===== config.mk =====
export PLATFORM = sky130hd
export DESIGN_NAME = inst_fetch_queue
export DESIGN_NICKNAME = d
export VERILOG_FILES = /design/src/rtl/inst_fetch_queue_pkg.sv /design/src/rtl/inst_fetch_queue_queue.sv /design/src/rtl/inst_fetch_queue.sv
export SDC_FILE = /design/constraint.sdc
export NUM_CORES = 1
export LEC_CHECK = 0
export BUFFER_PORTS_ARGS = -buffer_cell sky130_fd_sc_hd__buf_4
export CORE_ASPECT_RATIO = 0.6
export CORE_MARGIN = 5
export CORE_UTILIZATION = 30
export CTS_CLUSTER_SIZE = 8
export DETAILED_ROUTE_END_ITERATION = 16
export PLACE_DENSITY = 0.52
export REMOVE_ABC_BUFFERS = 1
export SLEW_MARGIN = 25
export SYNTH_ARGS = -nofsm -noshare
export SYNTH_HDL_FRONTEND = slang
export SYNTH_SLANG_ARGS = --single-unit

===== constraint.sdc =====
create_clock -name clk -period 2.8 [get_ports clk]
set_input_delay 0.14 -clock clk [delete_from_list [all_inputs] [get_ports clk]]
set_output_delay 0.14 -clock clk [all_outputs]
set_load 0.05 [all_outputs]

===== src/rtl/inst_fetch_queue_pkg.sv =====
// Shared definitions for the instruction fetch queue: default reset PC,
// fetch FSM state encodings and the queue entry payload.
package inst_fetch_queue_pkg;

   localparam int unsigned XLEN = 32;
   localparam logic [XLEN-1:0] DEFAULT_RESET_PC = 32'h0000_0000;

   typedef enum logic [1:0] {
      ST_IDLE = 2'b00,
      ST_REQ  = 2'b01,
      ST_DROP = 2'b10
   } fetch_state_e;

   typedef struct packed {
      logic [XLEN-1:0] pc;
      logic [XLEN-1:0] inst;
   } fq_entry_t;

endpackage


===== src/rtl/inst_fetch_queue_queue.sv =====
// inst_queue: synchronous FIFO of fetched {pc, inst} entries with flush.
// Flush wins over push and pop in the same cycle.
module inst_queue
   import inst_fetch_queue_pkg::*;
#(
   parameter int unsigned DEPTH = 2
) (
   input  logic                           clk,
   input  logic                           rst_n,
   input  logic                           push_i,
   input  fq_entry_t                      push_data_i,
   input  logic                           pop_i,
   input  logic                           flush_i,
   output logic [$clog2(DEPTH+1)-1:0]     count_o,
   output fq_entry_t                      head_o
);

   localparam int unsigned PTR_W = $clog2(DEPTH);
   localparam int unsigned CNT_W = $clog2(DEPTH+1);

   fq_entry_t        mem_q [DEPTH];
   logic [PTR_W-1:0] wr_ptr_q;
   logic [PTR_W-1:0] rd_ptr_q;
   logic [CNT_W-1:0] count_q;
   logic             do_push_c;
   logic             do_pop_c;

   assign do_push_c = push_i && !flush_i && (count_q != CNT_W'(DEPTH));
   assign do_pop_c  = pop_i && !flush_i && (count_q != '0);

   always_ff @(posedge clk or negedge rst_n) begin
      if (!rst_n) begin
         for (int i = 0; i < DEPTH; i++) begin
            mem_q[i] <= '0;
         end
      end else if (do_push_c) begin
         mem_q[wr_ptr_q] <= push_data_i;
      end
   end

   // Pointers wrap naturally since DEPTH is a power of two.
   always_ff @(posedge clk or negedge rst_n) begin
      if (!rst_n) begin
         wr_ptr_q <= '0;
         rd_ptr_q <= '0;
         count_q  <= '0;
      end else if (flush_i) begin
         wr_ptr_q <= '0;
         rd_ptr_q <= '0;
         count_q  <= '0;
      end else begin
         if (do_push_c) wr_ptr_q <= wr_ptr_q + PTR_W'(1);
         if (do_pop_c)  rd_ptr_q <= rd_ptr_q + PTR_W'(1);
         if (do_push_c && !do_pop_c) begin
            count_q <= count_q + CNT_W'(1);
         end else if (!do_push_c && do_pop_c) begin
            count_q <= count_q - CNT_W'(1);
         end
      end
   end

   assign count_o = count_q;
   assign head_o  = mem_q[rd_ptr_q];

endmodule


===== src/rtl/inst_fetch_queue.sv =====
// Instruction fetch front end: single-outstanding memory request FSM feeding
// an instruction queue, with redirect flush and discard of in-flight words.
module inst_fetch_queue
   import inst_fetch_queue_pkg::*;
#(
   parameter int unsigned DEPTH    = 2,
   parameter logic [31:0] RESET_PC = DEFAULT_RESET_PC
) (
   input  logic        clk,
   input  logic        rst_n,
   input  logic        redirect,
   input  logic [31:0] redirect_pc,
   output logic        imem_req,
   output logic [31:0] imem_addr,
   input  logic        imem_ack,
   input  logic [31:0] imem_data,
   output logic        out_valid,
   output logic [31:0] out_inst,
   output logic [31:0] out_pc,
   input  logic        out_ready
);

   localparam int unsigned CNT_W = $clog2(DEPTH+1);

   fetch_state_e     state_q, state_d;
   logic [31:0]      fetch_pc_q, fetch_pc_d;
   logic [31:0]      drop_addr_q, drop_addr_d;
   logic [CNT_W-1:0] count_c;
   logic [CNT_W-1:0] cnt_after_pop_c;
   logic             pop_c;
   logic             push_c;
   logic [31:0]      redirect_pc_al_c;
   logic             unused_pc_bits_c;
   fq_entry_t        head_c;
   fq_entry_t        push_entry_c;

   assign redirect_pc_al_c = {redirect_pc[31:2], 2'b00};
   assign unused_pc_bits_c = ^redirect_pc[1:0];

   assign pop_c           = (count_c != '0) && out_ready && !redirect;
   assign cnt_after_pop_c = count_c - CNT_W'(pop_c);
   assign push_entry_c    = '{pc: fetch_pc_q, inst: imem_data};

   always_ff @(posedge clk or negedge rst_n) begin
      if (!rst_n) begin
         state_q     <= ST_IDLE;
         fetch_pc_q  <= RESET_PC;
         drop_addr_q <= RESET_PC;
      end else begin
         state_q     <= state_d;
         fetch_pc_q  <= fetch_pc_d;
         drop_addr_q <= drop_addr_d;
      end
   end

   // Next state: REQ keeps its word, DROP waits out a request made stale by a redirect.
   always_comb begin
      state_d     = state_q;
      fetch_pc_d  = fetch_pc_q;
      drop_addr_d = drop_addr_q;
      push_c      = 1'b0;
      case (state_q)
         ST_IDLE: begin
            if (redirect) begin
               fetch_pc_d = redirect_pc_al_c;
               state_d    = ST_REQ;
            end else if (cnt_after_pop_c < CNT_W'(DEPTH)) begin
               state_d = ST_REQ;
            end
         end
         ST_REQ: begin
            if (redirect) begin
               fetch_pc_d = redirect_pc_al_c;
               if (imem_ack) begin
                  state_d = ST_REQ;
               end else begin
                  drop_addr_d = fetch_pc_q;
                  state_d     = ST_DROP;
               end
            end else if (imem_ack) begin
               push_c     = 1'b1;
               fetch_pc_d = fetch_pc_q + 32'd4;
               state_d    = (cnt_after_pop_c < CNT_W'(DEPTH - 1)) ? ST_REQ : ST_IDLE;
            end
         end
         ST_DROP: begin
            if (redirect) fetch_pc_d = redirect_pc_al_c;
            if (imem_ack) state_d = ST_REQ;
         end
         default: state_d = ST_IDLE;
      endcase
   end

   inst_queue #(.DEPTH(DEPTH)) u_queue (
      .clk         (clk),
      .rst_n       (rst_n),
      .push_i      (push_c),
      .push_data_i (push_entry_c),
      .pop_i       (pop_c),
      .flush_i     (redirect),
      .count_o     (count_c),
      .head_o      (head_c)
   );

   assign imem_req  = (state_q == ST_REQ) || (state_q == ST_DROP);
   assign imem_addr = (state_q == ST_DROP) ? drop_addr_q : fetch_pc_q;
   assign out_valid = (count_c != '0);
   assign out_inst  = head_c.inst;
   assign out_pc    = head_c.pc;

endmodule


Yosys cells after proc, flatten, opt, wreduce, memory -nomap -nowiden
Index checks and enable logic that the tools add are counted.

storage, ports and cells
  register bits after elaboration = 198
  input port bits = 69
  word-level logic and storage cells = 83
  output and inout bits = 98

operators by class
  $add $sub $neg = 6
  equal/unequal tests = 7
  $lt $le $gt $ge = 5
  mux-type cells = 29
  reductions and logical operators = 23
  bitwise logic cells = 3

operator list
  operator                                            count
  two-way mux 64 bit                                  4
  bitwise mux 128 bit                                 1
  two-way mux 32 bit                                  4
  demux 64 bit (select 1 bit)                         1
  case mux 32 bit (2 select lines)                    1
  adder 32 x 3 -> 32 bit, second input constant       1
  two-way mux 2 bit                                   9
  logical AND 1 bit                                   9
  AND reduction 3 bit                                 3
  two-way mux 1 bit                                   8
  nonzero test 2 bit                                  4
  != test 3 bit, second input constant                2
  case mux 2 bit (3 select lines)                     1
  >= comparator 2 bit, second input constant          2
  < comparator 2 x 1 -> 1 bit, second input constant  2
  != test 2 bit, second input constant                2
  inverter 1 -> 2 bit                                 2
  zero test 1 bit                                     3
  nonzero test 3 bit                                  1
  adder 1 bit, second input constant                  2
  adder 2 x 1 -> 2 bit, second input constant         1
  == test 2 x 1 -> 1 bit, second input constant       1
  == test 2 bit, second input constant                1
  zero test 2 bit                                     1
  7 further kinds                                     7

Logic depth before layout (Yosys ltp)
Gate-level depths: netlist of run 1.

  depth in word-level cells = 10
  gate-level depth with buffers = 8
  gate-level depth less buffers = 8

Modules after synthesis
A second synthesis of run 1 with hierarchy kept.

second synthesis, totals
  cells, all modules = 732
  area total of the unflattened synthesis = 9,574.2 um^2

modules (own cells, without submodules)
  module            instances  area each (um^2)  sequential area each (um^2)  cells an instance
  inst_queue        1          5,846.9           3,303.2                      364
  inst_fetch_queue  1          3,727.3           1,551.5                      368

Least setup slack after synthesis of run 1
OpenSTA, ideal clock, no wires.

  kind = register -> output
  start point = register state_q[0]
  end point = output port imem_addr[15]
  path buffers = 2
  data required time = 2,660 ps
  slack = 457 ps
  arrival = 2,203 ps
  stages on the path, launching flop included = 6
  cells stage by stage = dfrtp_1 > inv_1 > ha_1 > buf_1 > clkbuf_1 > o21ai_0

between the ends
  cells in the longest elaborated chain, start to end = 2

ends and longest elaborated chain
  what                    RTL line                 source
  from (decl)             inst_fetch_queue.sv:25   fetch_state_e state_q, state_d;
  from (signal assigned)  inst_fetch_queue.sv:50   state_q <= state_d;
  == test 2 bit           inst_fetch_queue.sv:106  assign imem_addr = (state_q == ST_DROP) ? drop_addr_q : fetch_pc_q;
  two-way mux 32 bit      inst_fetch_queue.sv:106
  to (decl)               inst_fetch_queue.sv:14   output logic [31:0] imem_addr,

No other way between the ends.

Final worst setup path of run 1
  start point = register state_q[0]
  end point = output port imem_addr[28]

Same word-level chain as after synthesis.

==> flow_metrics.tcl, run 1 <==
set metrics [dict create \
    tightest_slew_ps 671.9 \
    cts_buffers 17 \
    cts_setup_buffers 0 \
    hold_viol_final 0 \
    antenna_found_initial 0 \
    cts_resized 0 \
    postCtsHoldBufs 40 \
    yosys.area.top_type "dfrtp_1" \
    setup_viol 0 \
    status "finished, final reports clean" \
    synth-edff-count 0 \
    num_rows 50 \
    core_um2 31090 \
    regArea_um2 4758 \
    route.vias.total 6909 \
    io_buffers 160 \
    boundaryPins 167 \
    grt_max_degree 78 \
    multi_input_area_um2 4347 \
    crit_path_start_kind "flip-flop" \
    rsz0062_at_grt "no" \
    cts_sinks 190 \
    initial_core_util 0.3031 \
    overflow 0 \
    routabilityCongestion 0.7914 \
    drc 0 \
    synth_area_per_cell_um2 12.16 \
    grt_pass1_vias 6998 \
    crit_type "reg2out" \
    utilization 0.3904 \
    clock_path_buffers 2 \
    synth_top_cell_area_share 0.5044 \
    design_area_um2 12140 \
    clock_latency_ps 440 \
    ys_ff_latch 190 \
    layout_common_cells "mux2_2, dfrtp_1, buf_4, dlygate4sd3_1, nand2_1" \
    slew_headroom 0.5484 \
    clock_skew_ps 9.770 \
    p_per_area_nw_per_um2 1305 \
    hold_path.class "in2reg" \
    fmaxAchievable_mhz 389.9 \
    cp_max_fo 32 \
    clockRootBuffer "clkbuf_16" \
    wire_per_inst_um 19.17 \
    syn_to_final_growth_pct 28.78 \
    leakage_uw 0.005141 \
    fillCellCount 3004 \
    grt_pass1_wl_mm 41.28 \
    routed_wl_mm 26.48 \
    grt_usage 0.1502 \
    post_dp_cell_area_um2 11130 \
    worstPathArrival_ps 2420 \
    ir_drop_uv 665.7 \
    ant_nets 0 \
    ys_warn_count 0 \
    dp_hpwl_mm 17.23 \
    setup_tns_ps 0 \
    n_antenna_cell 0 \
    drv_cap 0 \
    nets 1027 \
    layout_commonest_cell "mux2_2" \
    worstPathRequired_ps 2660 \
    drt_iter0_drc 350 \
    htree_levels 4 \
    critPathCaptureType "output port" \
    async_flop_share 1.000 \
    drive_gt1_frac 0.4767 \
    ys_seq_area_frac 0.5044 \
    die_area_um2 35180 \
    netlist_area_um2 9425 \
    p_total_uw 15840 \
    clk_pin_slew_ps 70 \
    synth_area_leaders "dfrtp_1, mux2_2, a21oi_1" \
    min_period_ps 2565 \
    fin_crit_sh 0.9159 \
    die_h_um 147.3 \
    synth_flop_cell "dfrtp_1" \
    vias_per_cell 5.003 \
    yosysUniqueCellTypes 53 \
    firstDrtPassIters 5 \
    die_width_um 238.8 \
    cts_tree "built" \
    finalMaxSlewViolations 0 \
    netlist_instances 775 \
]
routing by layer:
layer / vias to the layer above / share of wire / GRT usage
li1: 3210 / - / -
met1: 3511 / 0.50 / 0.2234
met2: 171 / 0.43 / 0.2150
met3: 17 / 0.061 / 0.04615
met4: 0 / 0.0088 / 0.03096
met5: - / 0 / 0
Yosys cell counts, drive strengths merged, types with 2 or more instances:
master	count
and4	8
o22ai	6
buf	38
a31o	2
or2	2
ha	6
and2	4
dfrtp	190
mux2	237
o311ai	2
nor4b	7
clkbuf	32
o41ai	2
a22oi	2
a21o	3
a311oi	5
nand4	14
nor3	10
a21oi	32
xnor2	2
a211oi	5
and3	7
nand2	34
o32ai	2
o21bai	4
o21ai	20
nor2	16
nand3	22
a2bb2oi	5
or4	5
a31oi	2
nand3b	3
inv	12
nor4	20
o31ai	2
metrics by stage:
stage	cells	worst slack (ps)	hold slack (ps)
finish	1381	235.5	28.19
detailed placement	1309	465.5	235.5
CTS	1381	196.5	4.236
global placement	1309	471.6	233.1
global route	1381	148.1	26.88
floorplan	708	-729.5	-155.6
final timing paths:
path / from / to / slack [ps] / cells past startpoint
worst max-delay path: state_q[0]$_DFFE_PN0P_ / imem_addr[28] / 240 / 5
worst min-delay path: redirect_pc[5] / fetch_pc_q[5]$_DFFE_PN0P_ / 30 / 3
worst max register to register: state_q[0]$_DFFE_PN0P_ / fetch_pc_q[30]$_DFFE_PN0P_ / 430 / 6
worst min register to register: drop_addr_q[29]$_DFFE_PN0P_ / drop_addr_q[29]$_DFFE_PN0P_ / 480 / 2
max in group asynchronous: rst_n / u_queue.rd_ptr_q$_DFFE_PN0P_ / 1680 / 3
min in group asynchronous: rst_n / u_queue.mem_q[75]$_DFFE_PN0P_ / 280 / 2
flip-flops by register name, summed over array words and instances, names as in the netlist:
| signal | count |
|---|---|
| u_queue.mem_q | 124 |
| drop_addr_q | 30 |
| fetch_pc_q | 30 |
| state_q | 2 |
| u_queue.count_o | 2 |
| u_queue.rd_ptr_q | 1 |
| u_queue.wr_ptr_q | 1 |
final cells by class:
type	instances	area share
repair buffers	225	0.1531
flip-flops and latches	190	0.3920
multi-input cells	506	0.3581
inverters	12	0.003711
well taps	416	0.04288
clock inverters	10	0.01113
clock buffers	22	0.03907
kinds of logic after synthesis:
kind of cell | share of synthesized area
buffers and inverters | 0.03783
other | 0.0003979
AND/OR/NAND/NOR | 0.09399
flip-flops | 0.5044
XOR/XNOR | 0.002788
AO/OA/AOI/OAI | 0.06837
multiplexers | 0.2842
adder cells (fa/ha/maj) | 0.007965
power by group:
part	internal (uW)	switching (uW)	total, uW
registers	4070	1040	5110
logic	3150	4980	8140
clock network	1480	1110	2590
total	8700	7140	15800
worst max-delay path: stages (launching register included):
cell,delay [ps]
dfrtp_1,430
inv_1,100
ha_2,330
buf_4,470
mux2_2,430
buf_4,200
Power figures use the tool's default switching activity.
==> run 2, diff against run 1 <==
- CORE_UTILIZATION: 30 -> 25
- PLACE_DENSITY: 0.52 -> 0.46
- SYNTH_HIERARCHICAL: unset -> 1
==> run 2 against run 1 <==
  * Global-route usage decreased by 2.6 points
  * Non-clock buffer count decreased by 3
  * Clock power decreased by 3%
  * Die area increased by 21%
  * Clock skew increased by 2.4 ps
  * Combinational power decreased by 7.1%
  * Synthesized cell count decreased by 5.5%
  * Clock-buffer cell count decreased by 1
  * Fmax decreased by 1.1%
  * Area after synthesis increased by 1.6%
  * Via count decreased by 7.4%
==> flow_metrics.tcl, run 2 <==
set metrics [dict create \
    status "finished, final reports clean" \
    grt_pass1_wl_mm 41.47 \
    clock_latency_ps 450 \
    drc 0 \
    ant_nets 0 \
    crit_type "reg2out" \
    synth_flop_cell "dfrtp_1" \
    crit_family "buffers and inverters" \
    leakage_uw 0.005378 \
    netlist_instances 732 \
    drt_iter0_drc 372 \
    ys_ff_latch 194 \
    cts_buffers 17 \
    utilization 0.3269 \
    ys_warn_count 6 \
    min_period_ps 2592 \
    synthMostInstantiatedCell "mux2_2" \
    grt_usage 0.1244 \
    routed_wl_mm 26.14 \
    path_cells "inv_1, ha_2, buf_6, mux2_2, buf_4" \
    antenna_found_initial 1 \
    dp_hpwl_mm 17.56 \
    io_buffers 162 \
    tightest_slew_ps 595.1 \
    yosys.area.top_type "dfrtp_1" \
    firstDrtPassIters 4 \
    clk_pin_slew_ps 80 \
    stdcell_count 1455 \
    clock_skew_ps 12.17 \
    worstPathRequired_ps 2660 \
    setup_tns_ps 0 \
    layout_common_cells "mux2_2, dfrtp_1, buf_4, a21oi_1, dlygate4sd3_1" \
    hold_viol_final 0 \
    num_rows 55 \
    synth-edff-count 0 \
    slew_headroom 0.6033 \
    dp_cells 1379 \
    reg_top3 "u_queue/mem_q (128), drop_addr_q (30), fetch_pc_q (30)" \
    fin_crit_sh 0.9257 \
    ir_drop_uv 537.7 \
    vias_per_cell 4.398 \
    syn_to_final_growth_pct 29.00 \
    htree_levels 4 \
    critPathCaptureType "output port" \
    setup_viol 0 \
    routabilityCongestion 0.7471 \
    boundaryPins 167 \
    die_area_um2 42440 \
    grt_max_degree 65 \
    cp_max_fo 24 \
    worst-path-buf-inv 3 \
    layout_commonest_cell "mux2_2" \
    p_total_uw 15220 \
    cp_slowest_cell "dfrtp_1" \
    initial_core_util 0.2534 \
    grt_pass1_vias 6698 \
    netlist_area_um2 9574 \
    clockRootBuffer "clkbuf_16" \
    cts_sinks 194 \
    clock_path_buffers 2 \
    drv_cap 0 \
    overflow 0 \
    synth_area_leaders "dfrtp_1, mux2_2, mux2_4" \
    crit_path_start_kind "flip-flop" \
    ys_seq_area_frac 0.5071 \
    fmaxAchievable_mhz 385.8 \
    p_per_area_nw_per_um2 1233 \
    max_stage_delay_ps 470 \
    die_width_um 262.6 \
    largest_reg_flops 128 \
    fillCellCount 3777 \
    yosysUniqueCellTypes 63 \
    route.vias.total 6399 \
    core_um2 37780 \
    drive_gt1_frac 0.5027 \
    die_h_um 161.6 \
    rsz0062_at_grt "no" \
    pre_cts_slack_ps 323.3 \
    wire_per_inst_um 17.97 \
    synth_area_per_cell_um2 13.08 \
    synth_top_cell_area_share 0.5071 \
    finalMaxSlewViolations 0 \
    nets 1003 \
    cts_tree "built" \
    async_flop_share 1.000 \
    worstPathArrival_ps 2450 \
    ys_top_cells_by_count "mux2_2, dfrtp_1, a21oi_1" \
    hold_path.class "in2reg" \
    finalWorstSetupSlack_ps 207.9 \
    top_register "u_queue/mem_q" \
]
==> run 2: stage by stage <==
step | area [um^2] | hold WS, ps
5_1_grt | 12350 | 7.547
2_1_floorplan | 9245 | -155.6
6_report | 12350 | 33.55
3_5_place_dp | 11320 | 198.0
3_3_place_gp | 11320 | 191.3
4_1_cts | 12340 | 1.699
==> run 2: what timing repair did <==
item                                    in CTS  in global routing
endpoints found under the setup margin       0                 18
gates resized for setup                      0                  1
hold endpoints to repair                   137                  0
hold buffers                                43                  0
setup buffers                                0                  0
==> run 2: worst paths after layout <==
| kind | start | endpoint | slack (ps) | cells past startpoint |
|---|---|---|---|---|
| worst max-delay path | state_q[0]$_DFFE_PN0P_ | imem_addr[7] | 210 | 5 |
| worst max register to register | state_q[1]$_DFFE_PN0P_ | u_queue/mem_q[68]$_DFFE_PN0P_ | 310 | 7 |
| min in group asynchronous | rst_n | u_queue/mem_q[116]$_DFFE_PN0P_ | 270 | 2 |
| worst min register to register | drop_addr_q[19]$_DFFE_PN0P_ | drop_addr_q[19]$_DFFE_PN0P_ | 480 | 2 |
| worst min-delay path | redirect_pc[5] | fetch_pc_q[5]$_DFFE_PN0P_ | 30 | 3 |
| max in group asynchronous | rst_n | drop_addr_q[4]$_DFFE_PN0P_ | 1700 | 3 |
==> run 2: final cells by class <==
class,instances,area (um^2),share of cell area
repair buffers,222,1859,0.1505
inverters,9,33.78,0.002735
clock buffers,21,460.4,0.03728
diodes,1,2.502,0.0002026
clock inverters,11,128.9,0.01043
flip-flops and latches,194,4858,0.3934
well taps,513,641.9,0.05197
multi-input cells,484,4365,0.3535
==> run 2: kinds of logic after synthesis <==
kind of cell | Yosys count | synth area share
flip-flops | 194 | 0.5071
XOR/XNOR | 2 | 0.001830
multiplexers | 248 | 0.3033
AO/OA/AOI/OAI | 115 | 0.07449
AND/OR/NAND/NOR | 107 | 0.06521
adder cells (fa/ha/maj) | 6 | 0.007841
buffers and inverters | 59 | 0.03986
other | 1 | 0.0003917
==> run 2: report_power, final <==
| part | internal, uW | total [uW] | switching, uW |
|---|---|---|---|
| combinational | 3060 | 7560 | 4500 |
| clock | 1370 | 2520 | 1150 |
| sequential | 4100 | 5140 | 1040 |
==> run 2: layer usage <==
layer	part of all wire	wire length, um	track usage	vias to the layer above
met1	0.51	13340	0.1821	3200
met3	0.042	1111	0.03136	15
met2	0.44	11400	0.1836	113
met5	0	0	0	-
li1	-	-	-	3071
met4	0.011	296	0.03206	0
==> run 2: worst register-to-register path, delay by kind of cell, from the launching register on <==
family | cells | cell delay, ps
fa+ha+maj | 1 | 180
buf+inv | 3 | 640
flops | 1 | 460
mux | 1 | 420
simple gates | 2 | 680
==> run 3, diff against run 2 <==
- CORE_UTILIZATION: 25 -> 55
- PLACE_DENSITY: 0.46 -> 0.83
==> run 3 against run 2 <==
  * Largest power group unchanged
  * Highest routed layer unchanged
  * Largest cell class unchanged
  * First-iteration DRC count rose by 47%
  * Total power is 1.5% lower
  * Worst setup slack lost 59 ps
==> flow_metrics.tcl, run 3 (same netlist as run 2, synthesis figures left out) <==
set metrics [dict create \
    nets 995 \
    drv_cap 0 \
    layout_common_cells "mux2_2, dfrtp_1, buf_4, a21oi_1, dlygate4sd3_1" \
    p_clk_frac 0.150 \
    cp_max_fo 36 \
    layout_commonest_cell "mux2_2" \
    critPathCaptureType "flip-flop" \
    clock_skew_ps 14.25 \
    largest_reg_flops 128 \
    die_area_um2 20230 \
    clock_latency_ps 430 \
    clock_path_buffers 2 \
    syn_to_final_growth_pct 24.28 \
    finalMaxSlewViolations 0 \
    grt_pass1_wl_mm 36.41 \
    fin_crit_sh 0.9467 \
    ir_drop_uv 887.3 \
    core_um2 17130 \
    overflow 0 \
    grt_max_degree 72 \
    num_rows 37 \
    top_register "u_queue/mem_q" \
    routabilityCongestion 0.8324 \
    crit_path_start_kind "flip-flop" \
    cp_slowest_cell "dfrtp_1" \
    cts_sinks 194 \
    route.vias.total 6534 \
    cts_tree "built" \
    p_int_uw 8382 \
    stdcell_count 1168 \
    routed_wl_mm 22.44 \
    grt_usage 0.2228 \
    power_switching_uw 6606 \
    vias_per_cell 5.594 \
    drive_gt1_frac 0.5038 \
    fmaxAchievable_mhz 377.2 \
    drt_iter0_drc 545 \
    p_comb_frac 0.505 \
    hold_path.class "in2reg" \
    min_period_ps 2651 \
    status "finished, final reports clean" \
    reg_top3 "u_queue/mem_q (128), drop_addr_q (30), fetch_pc_q (30)" \
    clk_pin_slew_ps 80 \
    cp_common_cell "inv_1" \
    tightest_slew_ps 550.4 \
    swShare 0.4407 \
    antenna_found_initial 0 \
    dp_cells 1098 \
    worst-path-buf-inv 3 \
    firstDrtPassIters 5 \
    htree_levels 4 \
    cts_setup_buffers 0 \
    worstPathRequired_ps 3110 \
    holdWs_ps 41.16 \
    cts_buffers 17 \
    rsz0062_at_grt "no" \
    grt_pass1_vias 6783 \
    crit_family "simple AND/OR/NAND/NOR gates" \
    boundaryPins 167 \
    die_width_um 180.3 \
    io_buffers 162 \
    wire_per_inst_um 19.21 \
    path_cells "inv_1, ha_1, and3_1, inv_1, nor4_4, buf_12, mux2_2" \
    initial_core_util 0.5589 \
    dp_hpwl_mm 14.72 \
    hold_viol_final 0 \
    leakage_uw 0.005333 \
    crit_type "reg2reg" \
    drc 0 \
    setup_viol 0 \
    seqPwrFrac 0.345 \
    max_stage_delay_ps 470 \
    p_per_area_nw_per_um2 1260 \
    clockRootBuffer "clkbuf_16" \
    ant_nets 0 \
    worstPathArrival_ps 2960 \
    die_h_um 112.2 \
    slew_headroom 0.6331 \
]
[run 3: cell count changes in the layout (fill, tap and decap cells not counted), moves of 2 or more]
cell / delta
clkinv_4: +5
clkinvlp_4: -2
bufinv_16: -2
buf_4: -2
dlygate4sd3_1: -6
[run 3: what timing repair did]
item | in CTS | in global routing
endpoints found under the setup margin | 0 | 1
hold buffers | 37 | 0
resized for setup | 0 | 1
hold endpoints to repair | 118 | 0
[run 3: layout make-up]
type / count / area [um^2]
Sequential cell: 194 / 4856
Antenna cell: 1 / 2.502
Fill cell: 1198 / 5230
Clock inverter: 10 / 81.33
Inverter: 9 / 33.78
Timing Repair Buffer: 214 / 1793
Tap cell: 234 / 292.8
Clock buffer: 22 / 464.2
Multi-Input combinational cell: 484 / 4375
[run 3: final timing paths]
check,slack (ps),cells after the start,start,endpoint
worst min-delay path,40,3,redirect_pc[10],fetch_pc_q[10]$_DFFE_PN0P_
min in group asynchronous,240,2,rst_n,u_queue/mem_q[117]$_DFFE_PN0P_
worst min register to register,500,1,drop_addr_q[11]$_DFFE_PN0P_,drop_addr_q[11]$_DFFE_PN0P_
max in group asynchronous,1660,3,rst_n,u_queue/mem_q[43]$_DFFE_PN0P_
worst max register to register,150,7,state_q[1]$_DFFE_PN0P_,u_queue/mem_q[85]$_DFFE_PN0P_
worst max-delay path,150,7,state_q[1]$_DFFE_PN0P_,u_queue/mem_q[85]$_DFFE_PN0P_
[run 3: tightest hold or removal path: cells and delay by family]
family                 cells  cell delay, ps
buffers and inverters      1              80
AO/OA/AOI/OAI              2             210
[run 3: metal layers]
layer | vias to the layer above | track usage | part of all wire
li1 | 3044 | - | -
met1 | 3270 | 0.3148 | 0.46
met2 | 200 | 0.3418 | 0.46
met3 | 20 | 0.06898 | 0.071
met4 | 0 | 0.05136 | 0.010
met5 | - | 0 | 0
[run 3: power by group through the flow]
stage / Combinational (uW) / Clock [uW] / Sequential (uW)
after floorplan: 5630 / 0 / 4800
final: 7570 / 2250 / 5170
after global routing: 8000 / 2420 / 5350
after global placement: 7370 / 0 / 5090
after CTS: 7590 / 2300 / 5150
after detailed placement: 7510 / 0 / 5160
[run 3: through the flow]
step           area, um^2    util  setup WS [ps]  TNS, ps  total power [uW]
3_5_place_dp        10970  0.6405          227.1        0             12670
6_report            11900  0.6947          149.2        0             14990
3_3_place_gp        10970  0.6405          285.4        0             12450
4_1_cts             11890  0.6939          89.13        0             15040
2_1_floorplan        9245       -          -1611  -195150             10430
5_1_grt             11900  0.6945          48.45        0             15780
